--- config.mk ---
export PLATFORM = sky130hd
export DESIGN_NAME = bin_to_bcd_seq
export DESIGN_NICKNAME = d
export VERILOG_FILES = /design/src/rtl/bin_to_bcd_seq.sv
export SDC_FILE = /design/constraint.sdc
export NUM_CORES = 1
export LEC_CHECK = 0
export ABC_CLOCK_PERIOD_IN_PS = 1900
export BUFFER_PORTS_ARGS = -buffer_cell sky130_fd_sc_hd__clkbuf_2
export CAP_MARGIN = 20
export CORE_MARGIN = 5
export CORE_UTILIZATION = 50
export DETAILED_ROUTE_END_ITERATION = 7
export PLACE_DENSITY = 0.71
export SYNTH_ARGS = -nofsm -noshare
export SYNTH_HDL_FRONTEND = slang
export SYNTH_SLANG_ARGS = --single-unit
--- constraint.sdc ---
create_clock -name CLK -period 1.9 [get_ports CLK]
set_clock_uncertainty 0.1 [all_clocks]
set_input_delay 0 -clock CLK [delete_from_list [all_inputs] [get_ports CLK]]
set_output_delay 0 -clock CLK [all_outputs]
set_load 0.03 [all_outputs]
--- src/rtl/bin_to_bcd_seq.sv ---
// Sequential binary-to-BCD converter (shift-add-3), one input bit per clock,
// with strobe handshake, held result registers, optional signed input and overflow flag.
//
//  state | meaning
//  IDLE  | ready for a request, result registers hold the last conversion
//  CONV  | one add-3/shift iteration per clock, BIN_W iterations
//  DONE  | publish working registers to outputs, pulse O_STB
module bin_to_bcd_seq #(
    parameter int BIN_W  = 32,
    parameter int DIGITS = 10,
    parameter int SIGNED = 0
) (
    input  logic                         CLK,
    input  logic                         RST_N,
    input  logic [BIN_W-1:0]             I_DAT,
    input  logic                         I_STB,
    output logic                         I_RDY,
    output logic [4*DIGITS-1:0]          O_DAT,
    output logic                         O_NEG,
    output logic [$clog2(DIGITS+1)-1:0]  O_NDIG,
    output logic                         O_OVF,
    output logic                         O_STB
);

    localparam int NW = $clog2(DIGITS + 1);
    localparam int CW = $clog2(BIN_W + 1);

    typedef enum logic [1:0] {IDLE, CONV, DONE} state_t;

    state_t              state_q, state_d;
    logic [BIN_W-1:0]    mag_q;
    logic [4*DIGITS-1:0] bcd_q;
    logic [4*DIGITS-1:0] bcd_adj;
    logic [4*DIGITS-1:0] bcd_shift;
    logic [CW-1:0]       cnt_q;
    logic                sign_q;
    logic                ovf_q;
    logic                load;
    logic                step;
    logic                finish;
    logic                neg_in;
    logic [BIN_W-1:0]    mag_in;
    logic [NW-1:0]       ndig;

    // Most negative input negates to itself, which read as unsigned is the correct magnitude.
    assign neg_in = (SIGNED != 0) && I_DAT[BIN_W-1];
    assign mag_in = neg_in ? (~I_DAT) + BIN_W'(1) : I_DAT;

    always_comb begin
        bcd_adj = bcd_q;
        for (int i = 0; i < DIGITS; i++) begin
            if (bcd_q[4*i +: 4] >= 4'd5) begin
                bcd_adj[4*i +: 4] = bcd_q[4*i +: 4] + 4'd3;
            end
        end
    end

    assign bcd_shift = {bcd_adj[4*DIGITS-2:0], mag_q[BIN_W-1]};

    always_comb begin
        ndig = NW'(1);
        for (int i = 0; i < DIGITS; i++) begin
            if (bcd_q[4*i +: 4] != 4'd0) begin
                ndig = NW'(i + 1);
            end
        end
    end

    always_ff @(posedge CLK or negedge RST_N) begin
        if (!RST_N) begin
            state_q <= IDLE;
        end else begin
            state_q <= state_d;
        end
    end

    always_comb begin
        state_d = state_q;
        I_RDY   = 1'b0;
        load    = 1'b0;
        step    = 1'b0;
        finish  = 1'b0;
        case (state_q)
            IDLE: begin
                I_RDY = 1'b1;
                if (I_STB) begin
                    load    = 1'b1;
                    state_d = CONV;
                end
            end
            CONV: begin
                step = 1'b1;
                if (cnt_q == CW'(1)) begin
                    state_d = DONE;
                end
            end
            DONE: begin
                finish  = 1'b1;
                state_d = IDLE;
            end
            default: state_d = IDLE;
        endcase
    end

    always_ff @(posedge CLK or negedge RST_N) begin
        if (!RST_N) begin
            mag_q  <= '0;
            bcd_q  <= '0;
            cnt_q  <= '0;
            sign_q <= 1'b0;
            ovf_q  <= 1'b0;
            O_DAT  <= '0;
            O_NEG  <= 1'b0;
            O_NDIG <= NW'(1);
            O_OVF  <= 1'b0;
            O_STB  <= 1'b0;
        end else begin
            O_STB <= 1'b0;
            if (load) begin
                mag_q  <= mag_in;
                bcd_q  <= '0;
                cnt_q  <= CW'(BIN_W);
                sign_q <= neg_in;
                ovf_q  <= 1'b0;
            end else if (step) begin
                // A bit carried out of the top digit is worth 10^DIGITS: the value no longer fits.
                bcd_q <= bcd_shift;
                mag_q <= {mag_q[BIN_W-2:0], 1'b0};
                ovf_q <= ovf_q | bcd_adj[4*DIGITS-1];
                cnt_q <= cnt_q - CW'(1);
            end else if (finish) begin
                O_DAT  <= bcd_q;
                O_NEG  <= sign_q;
                O_NDIG <= ndig;
                O_OVF  <= ovf_q;
                O_STB  <= 1'b1;
            end
        end
    end

endmodule

==> results_dict.tcl <==
set metrics [dict create \
    vias 4824 \
    yosys-mux-area-fraction_pct 1.88 \
    hold_viol_final 0 \
    grt_pass1_vias 4998 \
    crit_fanout 5 \
    n_antenna_cell 0 \
    synth-seq-area-share_pct 53.6 \
    synth_xor_area_share_pct 2.95 \
    crit_cells 6 \
    timing.rr.start "bcd_q[17]$_DFFE_PN0P_" \
    layout-drive-gt1-share_pct 23.1 \
    finalMaxSlewViolations 0 \
    start_kind "register" \
    dr.pass1.iters 6 \
    synth_commonest_cells "nand2_1 (155), dfrtp_1 (126), o21ai_0 (54)" \
    tightestPinTransition_ns 0.659 \
    drtIter0Drc 324 \
    slowest_stage "or3b_2" \
    grt_max_degree 44 \
    clockBufferDepth 2 \
    finalCoreUtilization_pct 65.5 \
    critPathBufInv 1 \
    grt_usage_pct 20.5 \
    nFillCells 919 \
    cts_buffers 17 \
    syn_inst 603 \
    crit_path_end_kind "register" \
    p_leak_nw 3.74 \
    max_slew_margin_pct 56.0 \
    syn_avg_cell_area_um2 9.84 \
    multiInputGateArea_mm2 0.00257 \
    hp-class "in2async" \
    synth_seq_cells 127 \
    dp_hpwl_mm 9.03 \
    r2r-end "O_NDIG[1]$_DFFE_PN0P_" \
    nets 787 \
    async_reset_ff_share_pct 100 \
    num_io_pins 83 \
    register_area_mm2 0.00318 \
    post_dp_cell_area_mm2 0.00660 \
    final_area_mm2 0.00755 \
    synthTopCellsByArea "dfrtp_1 (53%), nand2_1 (9.8%), ha_1 (4.6%)" \
    setup_viol 0 \
    cp_top_family "simple AND/OR/NAND/NOR gates" \
    syn-num-nets 660 \
    drv_cap 0 \
    synth_top_family_by_area "simple AND/OR/NAND/NOR gates" \
    crit_arrival_ns 2.07 \
    synth_flop_cell "dfrtp_1" \
    wire_per_inst_um 15.3 \
    synth_compound_area_share_pct 15.5 \
    rows 39 \
    synth_most_common_cell "nand2_1" \
    die-area_mm2 0.0141 \
    grt_pass1_wl_mm 23.5 \
    synthesis.area_mm2 0.00593 \
    max_freq_mhz 548 \
    synthAdderAreaFrac_pct 4.64 \
    run_status "finished clean" \
    yosysWarnings 0 \
    power.density_mw_per_mm2 1240 \
    clk_latency_ns 0.42 \
    worstPathRequired_ns 2.15 \
    gp_congestion 0.815 \
    worst_r2r_path_depth 6 \
    synth_cell_type_count 43 \
    die_h_um 119 \
    cts_sinks 127 \
    critical_path.cell_chain "inv_1 -> ha_2 -> or3b_2 -> a211oi_1 -> o21ai_1 -> a21oi_1" \
    holdWs_ns 0.0233 \
    initial_core_util_pct 51.5 \
    synthSimpleGateAreaFrac_pct 17.1 \
    critPathMaxStageDelay_ns 0.47 \
    drc 0 \
    cts_tree "yes" \
    path_clk_slew_ns 0.05 \
    synth_edf_count 0 \
    netlist.area_leader.share_pct 53.2 \
    antenna_left 0 \
    period_needed_ns 1.83 \
    viasPerCell 5.44 \
    area_growth_pct 27.3 \
    port_buffers 81 \
    coreArea_mm2 0.0115 \
    min_period_over_period_pct 96.1 \
    antenna_found_initial 0 \
    cts_root_buf "clkbuf_16" \
    r2r_slack_ns 0.07 \
    die-width_um 119 \
    rsz0062_at_grt "true" \
    peakVddDrop_mv 0.582 \
    routed_wl_mm 13.6 \
    htree_levels 4 \
    yosysTopAreaCell "dfrtp_1" \
    grt-ovfl-total 0 \
    crit_type "reg2reg" \
]
## worst register-to-register path, cell delays in order, from the launching register on
cell	delay [ns]
dfrtp_1	0.39
inv_1	0.12
ha_2	0.23
or3b_2	0.47
a211oi_1	0.21
o21ai_1	0.09
a21oi_1	0.15
## report_power, final
part	leakage, nW	switching, mW	internal, mW
Sequential	1.68	0.531	3.12
Clock	0.275	1.12	1.88
Combinational	1.79	1.24	1.44
## layout make-up
class,count,share of cell area (%)
flip-flops and latches,127,42.1
multi-input cells,418,34.1
repair buffers,143,13.0
clock buffers,25,6.43
well taps,143,2.37
inverters,23,1.14
clock inverters,7,0.796
## cell families (layout without fill, tap and decap cells)
logic type | count (synthesis) | after routing
adder cells (fa/ha/maj) | 22 | 22
multiplexers | 10 | 10
flip-flops | 127 | 127
AND/OR/NAND/NOR | 225 | 225
other | 1 | 1
XOR/XNOR | 20 | 20
AO/OA/AOI/OAI | 140 | 140
buffers and inverters | 58 | 198
## timing repair
action                                  4_1_cts  5_1_grt
pin swaps                                     1        1
setup buffers                                 1        1
gates resized for setup                       5       15
hold endpoints to repair                    158        0
hold buffers                                 33        0
endpoints found under the setup margin       25        6
## through the flow
stage / worst slack, ns / instances / setup TNS (ns) / power [mW]
3_3_place_gp: 0.0170 / 819 / 0 / 5.99
3_5_place_dp: -0.0834 / 819 / -0.648 / 6.14
6_report: 0.0750 / 886 / 0 / 9.33
4_1_cts: 0.00442 / 885 / 0 / 9.26
5_1_grt: -0.0214 / 886 / -0.0410 / 9.89
2_1_floorplan: 0.150 / 603 / 0 / 5.32
## worst max-delay path by stage
| stage | to | start | slack, ns |
|---|---|---|---|
| finish | O_NDIG[1]$_DFFE_PN0P_ | bcd_q[17]$_DFFE_PN0P_ | 0.07 |
| global route | O_NDIG[1]$_DFFE_PN0P_ | bcd_q[12]$_DFFE_PN0P_ | -0.02 |
| CTS | O_NDIG[1]$_DFFE_PN0P_ | bcd_q[13]$_DFFE_PN0P_ | 0.004 |
| detailed placement | mag_q[5]$_DFFE_PN0P_ | state_q[0]$_DFFE_PN0P_ | -0.08 |
| global placement | O_NDIG[0]$_DFFE_PN1P_ | bcd_q[12]$_DFFE_PN0P_ | 0.02 |
| floorplan | O_NDIG[1]$_DFFE_PN0P_ | bcd_q[20]$_DFFE_PN0P_ | 0.15 |
## state kept, by name (all words and copies together), names as in the netlist
register  flops
O_OVF         1
state_q       2
cnt_q         6
O_STB         1
mag_q        32
bcd_q        40
O_DAT        40
O_NDIG        4
ovf_q         1
## layout by cell type (no fill, tap or decap), types with 3 or more instances in the layout
cell / synthesis / final
xor2_1: 9 / 9
o21ai_0: 54 / 53
nor3b_1: 4 / 3
nand2b_1: 13 / 11
inv_1: 23 / 17
nand3_1: 31 / 31
clkbuf_16: 0 / 17
xnor2_1: 11 / 11
nor2_1: 5 / 4
dfrtp_1: 126 / 125
or3b_2: 4 / 3
ha_1: 22 / 19
clkbuf_2: 0 / 80
buf_4: 1 / 27
a22oi_1: 32 / 32
mux2_2: 9 / 9
inv_2: 0 / 6
a32o_1: 10 / 10
o31ai_1: 21 / 21
clkbuf_8: 0 / 3
nand2_1: 155 / 155
clkbuf_1: 13 / 5
dlygate4sd3_1: 0 / 33
clkinv_2: 0 / 6
a21oi_1: 11 / 10
## layer usage
layer  wire length [um]  vias up  part of all wire, %  GRT usage, %
li1                   -     2333                    -             -
met1               5890     2341                   43          24.6
met2               6620      134                   49          35.2
met3                872       16                  6.4          5.92
met4                182        0                  1.3          7.60
met5                  0        -                    0             0
No activity file was read; power rests on OpenSTA's default activity.
